### src/rtl/btb_predictor.sv
// btb_predictor
//   Direct-mapped branch-target buffer with per-entry saturating direction
//   counters, plus saturating branch/mispredict statistics.
//
//   Ports
//     clk, rst           clock; asynchronous active-low reset
//     cur_pc             IF-stage PC (combinational lookup)
//     pred_taken/pred_pc prediction: hit with counter MSB set -> stored target,
//                        otherwise cur_pc+1
//     flush              synchronous invalidate of every entry
//     upd_*              EXE resolution of a branch/jump (trains the table)
//     mispredict/fix_pc  combinational resolution result
//     stat_branches      saturating count of upd_valid cycles
//     stat_mispred       saturating count of mispredict cycles
module btb_predictor #(
  parameter int PC_W    = 16,
  parameter int ENTRIES = 8,
  parameter int CNT_W   = 2,
  parameter int STAT_W  = 16
) (
  input  logic              clk,
  input  logic              rst,
  input  logic [PC_W-1:0]   cur_pc,
  output logic              pred_taken,
  output logic [PC_W-1:0]   pred_pc,
  input  logic              flush,
  input  logic              upd_valid,
  input  logic [PC_W-1:0]   upd_pc,
  input  logic              upd_taken,
  input  logic [PC_W-1:0]   upd_target,
  input  logic [PC_W-1:0]   upd_pred_pc,
  output logic              mispredict,
  output logic [PC_W-1:0]   fix_pc,
  output logic [STAT_W-1:0] stat_branches,
  output logic [STAT_W-1:0] stat_mispred
);

  localparam int IDX_W = $clog2(ENTRIES);
  localparam int TAG_W = PC_W - IDX_W;
  localparam logic [CNT_W-1:0] CNT_MAX  = '1;
  localparam logic [CNT_W-1:0] CNT_WEAK = CNT_W'(1) << (CNT_W - 1);

  logic [ENTRIES-1:0] valid_q, valid_d;
  logic [TAG_W-1:0]   tag_q    [ENTRIES];
  logic [TAG_W-1:0]   tag_d    [ENTRIES];
  logic [PC_W-1:0]    target_q [ENTRIES];
  logic [PC_W-1:0]    target_d [ENTRIES];
  logic [CNT_W-1:0]   cnt_q    [ENTRIES];
  logic [CNT_W-1:0]   cnt_d    [ENTRIES];

  logic [STAT_W-1:0]  stat_br_q, stat_br_d;
  logic [STAT_W-1:0]  stat_mp_q, stat_mp_d;

  logic [IDX_W-1:0]   rd_idx, up_idx;
  logic [TAG_W-1:0]   rd_tag, up_tag;
  logic               rd_hit, up_hit;

  // Lookup: reads registered state only, so an update in the same cycle is
  // not visible until the following cycle.
  assign rd_idx     = cur_pc[IDX_W-1:0];
  assign rd_tag     = cur_pc[PC_W-1:IDX_W];
  assign rd_hit     = valid_q[rd_idx] && (tag_q[rd_idx] == rd_tag);
  assign pred_taken = rd_hit && cnt_q[rd_idx][CNT_W-1];
  assign pred_pc    = pred_taken ? target_q[rd_idx] : cur_pc + PC_W'(1);

  // Resolution
  assign up_idx     = upd_pc[IDX_W-1:0];
  assign up_tag     = upd_pc[PC_W-1:IDX_W];
  assign up_hit     = valid_q[up_idx] && (tag_q[up_idx] == up_tag);
  assign fix_pc     = upd_taken ? upd_target : upd_pc + PC_W'(1);
  assign mispredict = upd_valid && (upd_pred_pc != fix_pc);

  always_comb begin
    valid_d  = valid_q;
    tag_d    = tag_q;
    target_d = target_q;
    cnt_d    = cnt_q;
    if (flush) begin
      valid_d = '0;
    end else if (upd_valid) begin
      if (up_hit) begin
        if (upd_taken) begin
          if (cnt_q[up_idx] != CNT_MAX) cnt_d[up_idx] = cnt_q[up_idx] + CNT_W'(1);
          target_d[up_idx] = upd_target;
        end else if (cnt_q[up_idx] != '0) begin
          cnt_d[up_idx] = cnt_q[up_idx] - CNT_W'(1);
        end
      end else if (upd_taken) begin
        // Allocate, evicting whatever tag occupied the slot.
        valid_d[up_idx]  = 1'b1;
        tag_d[up_idx]    = up_tag;
        target_d[up_idx] = upd_target;
        cnt_d[up_idx]    = CNT_WEAK;
      end
    end
  end

  // Statistics keep counting even when flush suppresses the table write.
  always_comb begin
    stat_br_d = stat_br_q;
    stat_mp_d = stat_mp_q;
    if (upd_valid && (stat_br_q != '1)) stat_br_d = stat_br_q + STAT_W'(1);
    if (mispredict && (stat_mp_q != '1)) stat_mp_d = stat_mp_q + STAT_W'(1);
  end

  always_ff @(posedge clk or negedge rst) begin
    if (!rst) begin
      valid_q   <= '0;
      stat_br_q <= '0;
      stat_mp_q <= '0;
      for (int unsigned i = 0; i < ENTRIES; i++) begin
        tag_q[i]    <= '0;
        target_q[i] <= '0;
        cnt_q[i]    <= '0;
      end
    end else begin
      valid_q   <= valid_d;
      stat_br_q <= stat_br_d;
      stat_mp_q <= stat_mp_d;
      for (int unsigned i = 0; i < ENTRIES; i++) begin
        tag_q[i]    <= tag_d[i];
        target_q[i] <= target_d[i];
        cnt_q[i]    <= cnt_d[i];
      end
    end
  end

  assign stat_branches = stat_br_q;
  assign stat_mispred  = stat_mp_q;

endmodule

### config.mk
export PLATFORM = sky130hd
export DESIGN_NAME = btb_predictor
export DESIGN_NICKNAME = d
export VERILOG_FILES = /design/src/rtl/btb_predictor.sv
export SDC_FILE = /design/constraint.sdc
export NUM_CORES = 1
export LEC_CHECK = 0
export CORE_ASPECT_RATIO = 0.5
export CORE_MARGIN = 2
export CORE_UTILIZATION = 55
export CTS_CLUSTER_DIAMETER = 80
export DETAILED_ROUTE_END_ITERATION = 6
export PLACE_DENSITY = 0.82
export SLEW_MARGIN = 15
export SYNTH_ARGS = -nofsm -noshare
export SYNTH_HDL_FRONTEND = slang
export SYNTH_SLANG_ARGS = --single-unit
### constraint.sdc
create_clock -name clk -period 5.96 [get_ports clk]
set_input_delay 1.192 -clock clk [delete_from_list [all_inputs] [get_ports clk]]
set_output_delay 1.192 -clock clk [all_outputs]
set_load 0.03 [all_outputs]
==> metrics <==
status finished, final reports clean; half-perimeter wire length after placement approximately 32,000 µm; Leakage Power ~0.0083 µW; number of synthesized flops with an enable pin 0; post-cts sizing count 1; number of storage elements in the synthesis netlist roughly 290; worst setup timing slack at the placement stage around 0.0041 ns; number of hold buffers added after CTS 0; Core Region roughly 29,000 µm²; area added between synthesis and finish 18.93%; crit path max fanout 2; CP dominant cell by count or4_1; pin count of the biggest net entering global routing between 100 and 150; clock net sink count 288; Worst path slowest cell or4_1; tightest slew margin relative to the limit 34.95%; post-DR wirelength/cell between 20 and 25 µm; Initial Utilization 55.50%; buffer count from post-CTS setup fixing 0; Setup CP Type input pin to output pin; Primary FF master, synth dfrtp_1; buffers from clock root to sink, at most 3; layout cells sized above 1 31.75%; RSZ-0062 raised after global routing false; average size of a mapped cell approximately 12 µm²; Worst Hold Class flop to flop; Layout fillers roughly 2,100; Final Max Slew Viols 0; pwr/cell area slightly above 300 nW/µm²; top cell type's share of synthesized area between 40 and 50%; Fmax about 0.17 GHz; clock transition time at the flip-flop clock pins of the worst setup and hold paths roughly 0.070 ns; number of library cell types mapped by synthesis 74; final weighted congestion of routability-driven global placement between 0.9 and 1; Storage cell area between 7000 and 8000 µm²; number of maximum-capacitance violations 0; top-level I/O count roughly 140; Cell Rows 44; sequential fraction of the synthesis area a little under half; Min Hold Slack just under 0.5 ns; violation count after the first detailed-route iteration between 1,000 and 1,500; antenna violations before repair 2; clock period minus final worst setup slack around 5.8 ns; via count of the first global-routing pass ~12,000; first-pass GRT wire length 71,330 µm; residual antenna-violating net count after detailed routing 0; leading cell types by total area after synthesis dfrtp_1 45%, mux2_2 15%, mux4_2 10%; buffer cell driving the clock tree root clkbuf_16; post-layout instance count excluding filler cells around 1,800; Post-layout nets approximately 1,500; instance count after placement with tap cells included between 1,500 and 2,000; count of buffer and inverter cells on the critical path 2; # DRC 0; total number of H-tree levels 1; cell area after synthesis 15,950 µm²; worst clock skew between 0.02 and 0.025 ns; Syn Nets about 1,400; Vias per Instance between 6 and 7; combined area of the multi-input logic cells between 8000 and 9000 µm²; slew at the pin closest to its max-slew limit around 0.97 ns; fraction of registers with async set/reset 100.0%; Critical Path End Type output pin; worst path setup slack after routing 0.1942 ns; Final Core Density 66.00%; total routed wirelength approximately 46,000 µm; highest-count cells in the layout ignoring fill and taps 288 x dfrtp_1, 218 x mux2_2, 111 x clkdlybuf4s50_1, 89 x buf_4, 71 x mux4_2; Yosys top cell by area dfrtp_1; CTS Buf Count 27; Hold Violations, Final 0; cell family with the largest share of critical-path delay simple AND/OR/NAND/NOR gates; maximum vdd ir drop roughly 0.36 mV; biggest cell delay along the critical path 0.66 ns; number of instances in the synthesized netlist roughly 1,300; first-pass detailed-route iteration total 5; Die ar. between 30,000 and 40,000 µm²; CTS tree yes; source-to-sink clock delay at the later pin of the worst-skew pair roughly 0.57 ns; vertical die dimension 124.4 µm; Period Utilization, post-route between 90% and 100%; warnings from Yosys 0; required time reported for the critical path endpoint around 4.8 ns; overall overflow remaining after global route 0; most common cell after layout, fill and taps aside dfrtp_1; GRT Total Usage 30.38%; Arr. time, crit path approximately 4.6 ns; critical path cell sequence clkdlybuf4s50_1, ha_1, mux2_2, xor2_1, nor4b_1, nand4b_1, or4_1, or4_1, and2_4, dlygate4sd2_1; Critical Path Start Type input pin; overall die width about 240 µm; count of buffers inserted at the top-level ports roughly 130; setup violators final 0; number of vias after detailed routing 11,740
## logic make-up after synthesis
group,count (synthesis),share of synthesized area (%)
buffers and inverters,117,3.405
XOR/XNOR,92,5.052
flip-flops,288,45.19
multiplexers,372,30.85
AO/OA/AOI/OAI,139,5.954
AND/OR/NAND/NOR,267,9.084
adder cells (fa/ha/maj),6,0.4707
## final timing paths
kind	from	end	slack, ns	cells past startpoint
worst max-delay path	upd_pc[1]	mispredict	0.19	10
worst min-delay path	stat_branches[8]$_DFFE_PN0P_	stat_branches[8]$_DFFE_PN0P_	0.50	1
worst max register to register	tag_q[1]$_DFFE_PN0P_	tag_q[13]$_DFFE_PN0P_	2.32	9
worst min register to register	stat_branches[8]$_DFFE_PN0P_	stat_branches[8]$_DFFE_PN0P_	0.50	1
max in group asynchronous	rst	cnt_q[5]$_DFFE_PN0P_	3.98	2
min in group asynchronous	rst	cnt_q[0]$_DFFE_PN0P_	0.75	1
## state kept, by name (all words and copies together) (netlist names)
name and count:
stat_branches 16, cnt_q 16, tag_q 104, valid_q 8, stat_mispred 16, target_q 128
## metal layers
| layer | global-route usage [%] | wire length [µm] | vias up | share of wire (%) |
|---|---|---|---|---|
| met5 | 0 | 0 | - | 0 |
| met4 | 9.541 | 1283 | 0 | 2.8 |
| met1 | 41.76 | 19100 | 6080 | 42 |
| met3 | 5.020 | 3134 | 112 | 6.9 |
| met2 | 49.78 | 22040 | 499 | 48 |
| li1 | - | - | 5046 | - |
## Yosys cell counts (6+ instances only)
cell	instances
nor2b_1	12
mux2_2	218
xnor2_1	66
clkbuf_1	49
nor3_1	10
nand2_1	56
buf_2	23
nand4_1	17
a21oi_1	21
xor2_1	26
nor4_1	8
and4_1	6
a31oi_1	16
mux2_1	28
dfrtp_1	288
nor2_1	56
or3_1	6
mux4_2	71
o21ai_0	26
a22oi_1	7
buf_6	8
mux2i_1	55
a21o_1	8
buf_1	11
and3_1	18
o21a_1	8
nand3_1	37
inv_1	21
ha_1	6
## power breakdown
part / switching, µW / internal [µW] / total [µW]
clock network: 815 / 1140 / 1950
registers: 266 / 2310 / 2580
logic: 653 / 729 / 1380
total: 1730 / 4180 / 5910
## worst reg2reg max path: stages (launching register included)
cell	delay [ns]
dfrtp_1	0.40
mux2_1	0.32
a221o_1	0.30
a222oi_1	0.34
xnor2_1	0.26
nor4_2	0.13
and4_1	0.28
nor3_2	0.81
buf_4	0.33
mux2_2	0.35
## area by class of cell
class	count	area share, %
repair buffers	214	10.53
multi-input cells	876	43.24
well taps	391	2.579
clock buffers	32	3.819
inverters	22	0.4354
clock inverters	17	1.372
flip-flops and latches	288	37.99
diodes	2	0.02639
## per-stage QoR
step                instance area, µm²  setup TNS (ns)  power, µW
finish                           18970               0       5912
global route                     18970               0       6141
CTS                              18960               0       5915
detailed placement               17980               0       3973
global placement                 17980        -0.02014       3878
floorplan                        15950               0       3436
Power figures use the tool's default switching activity.
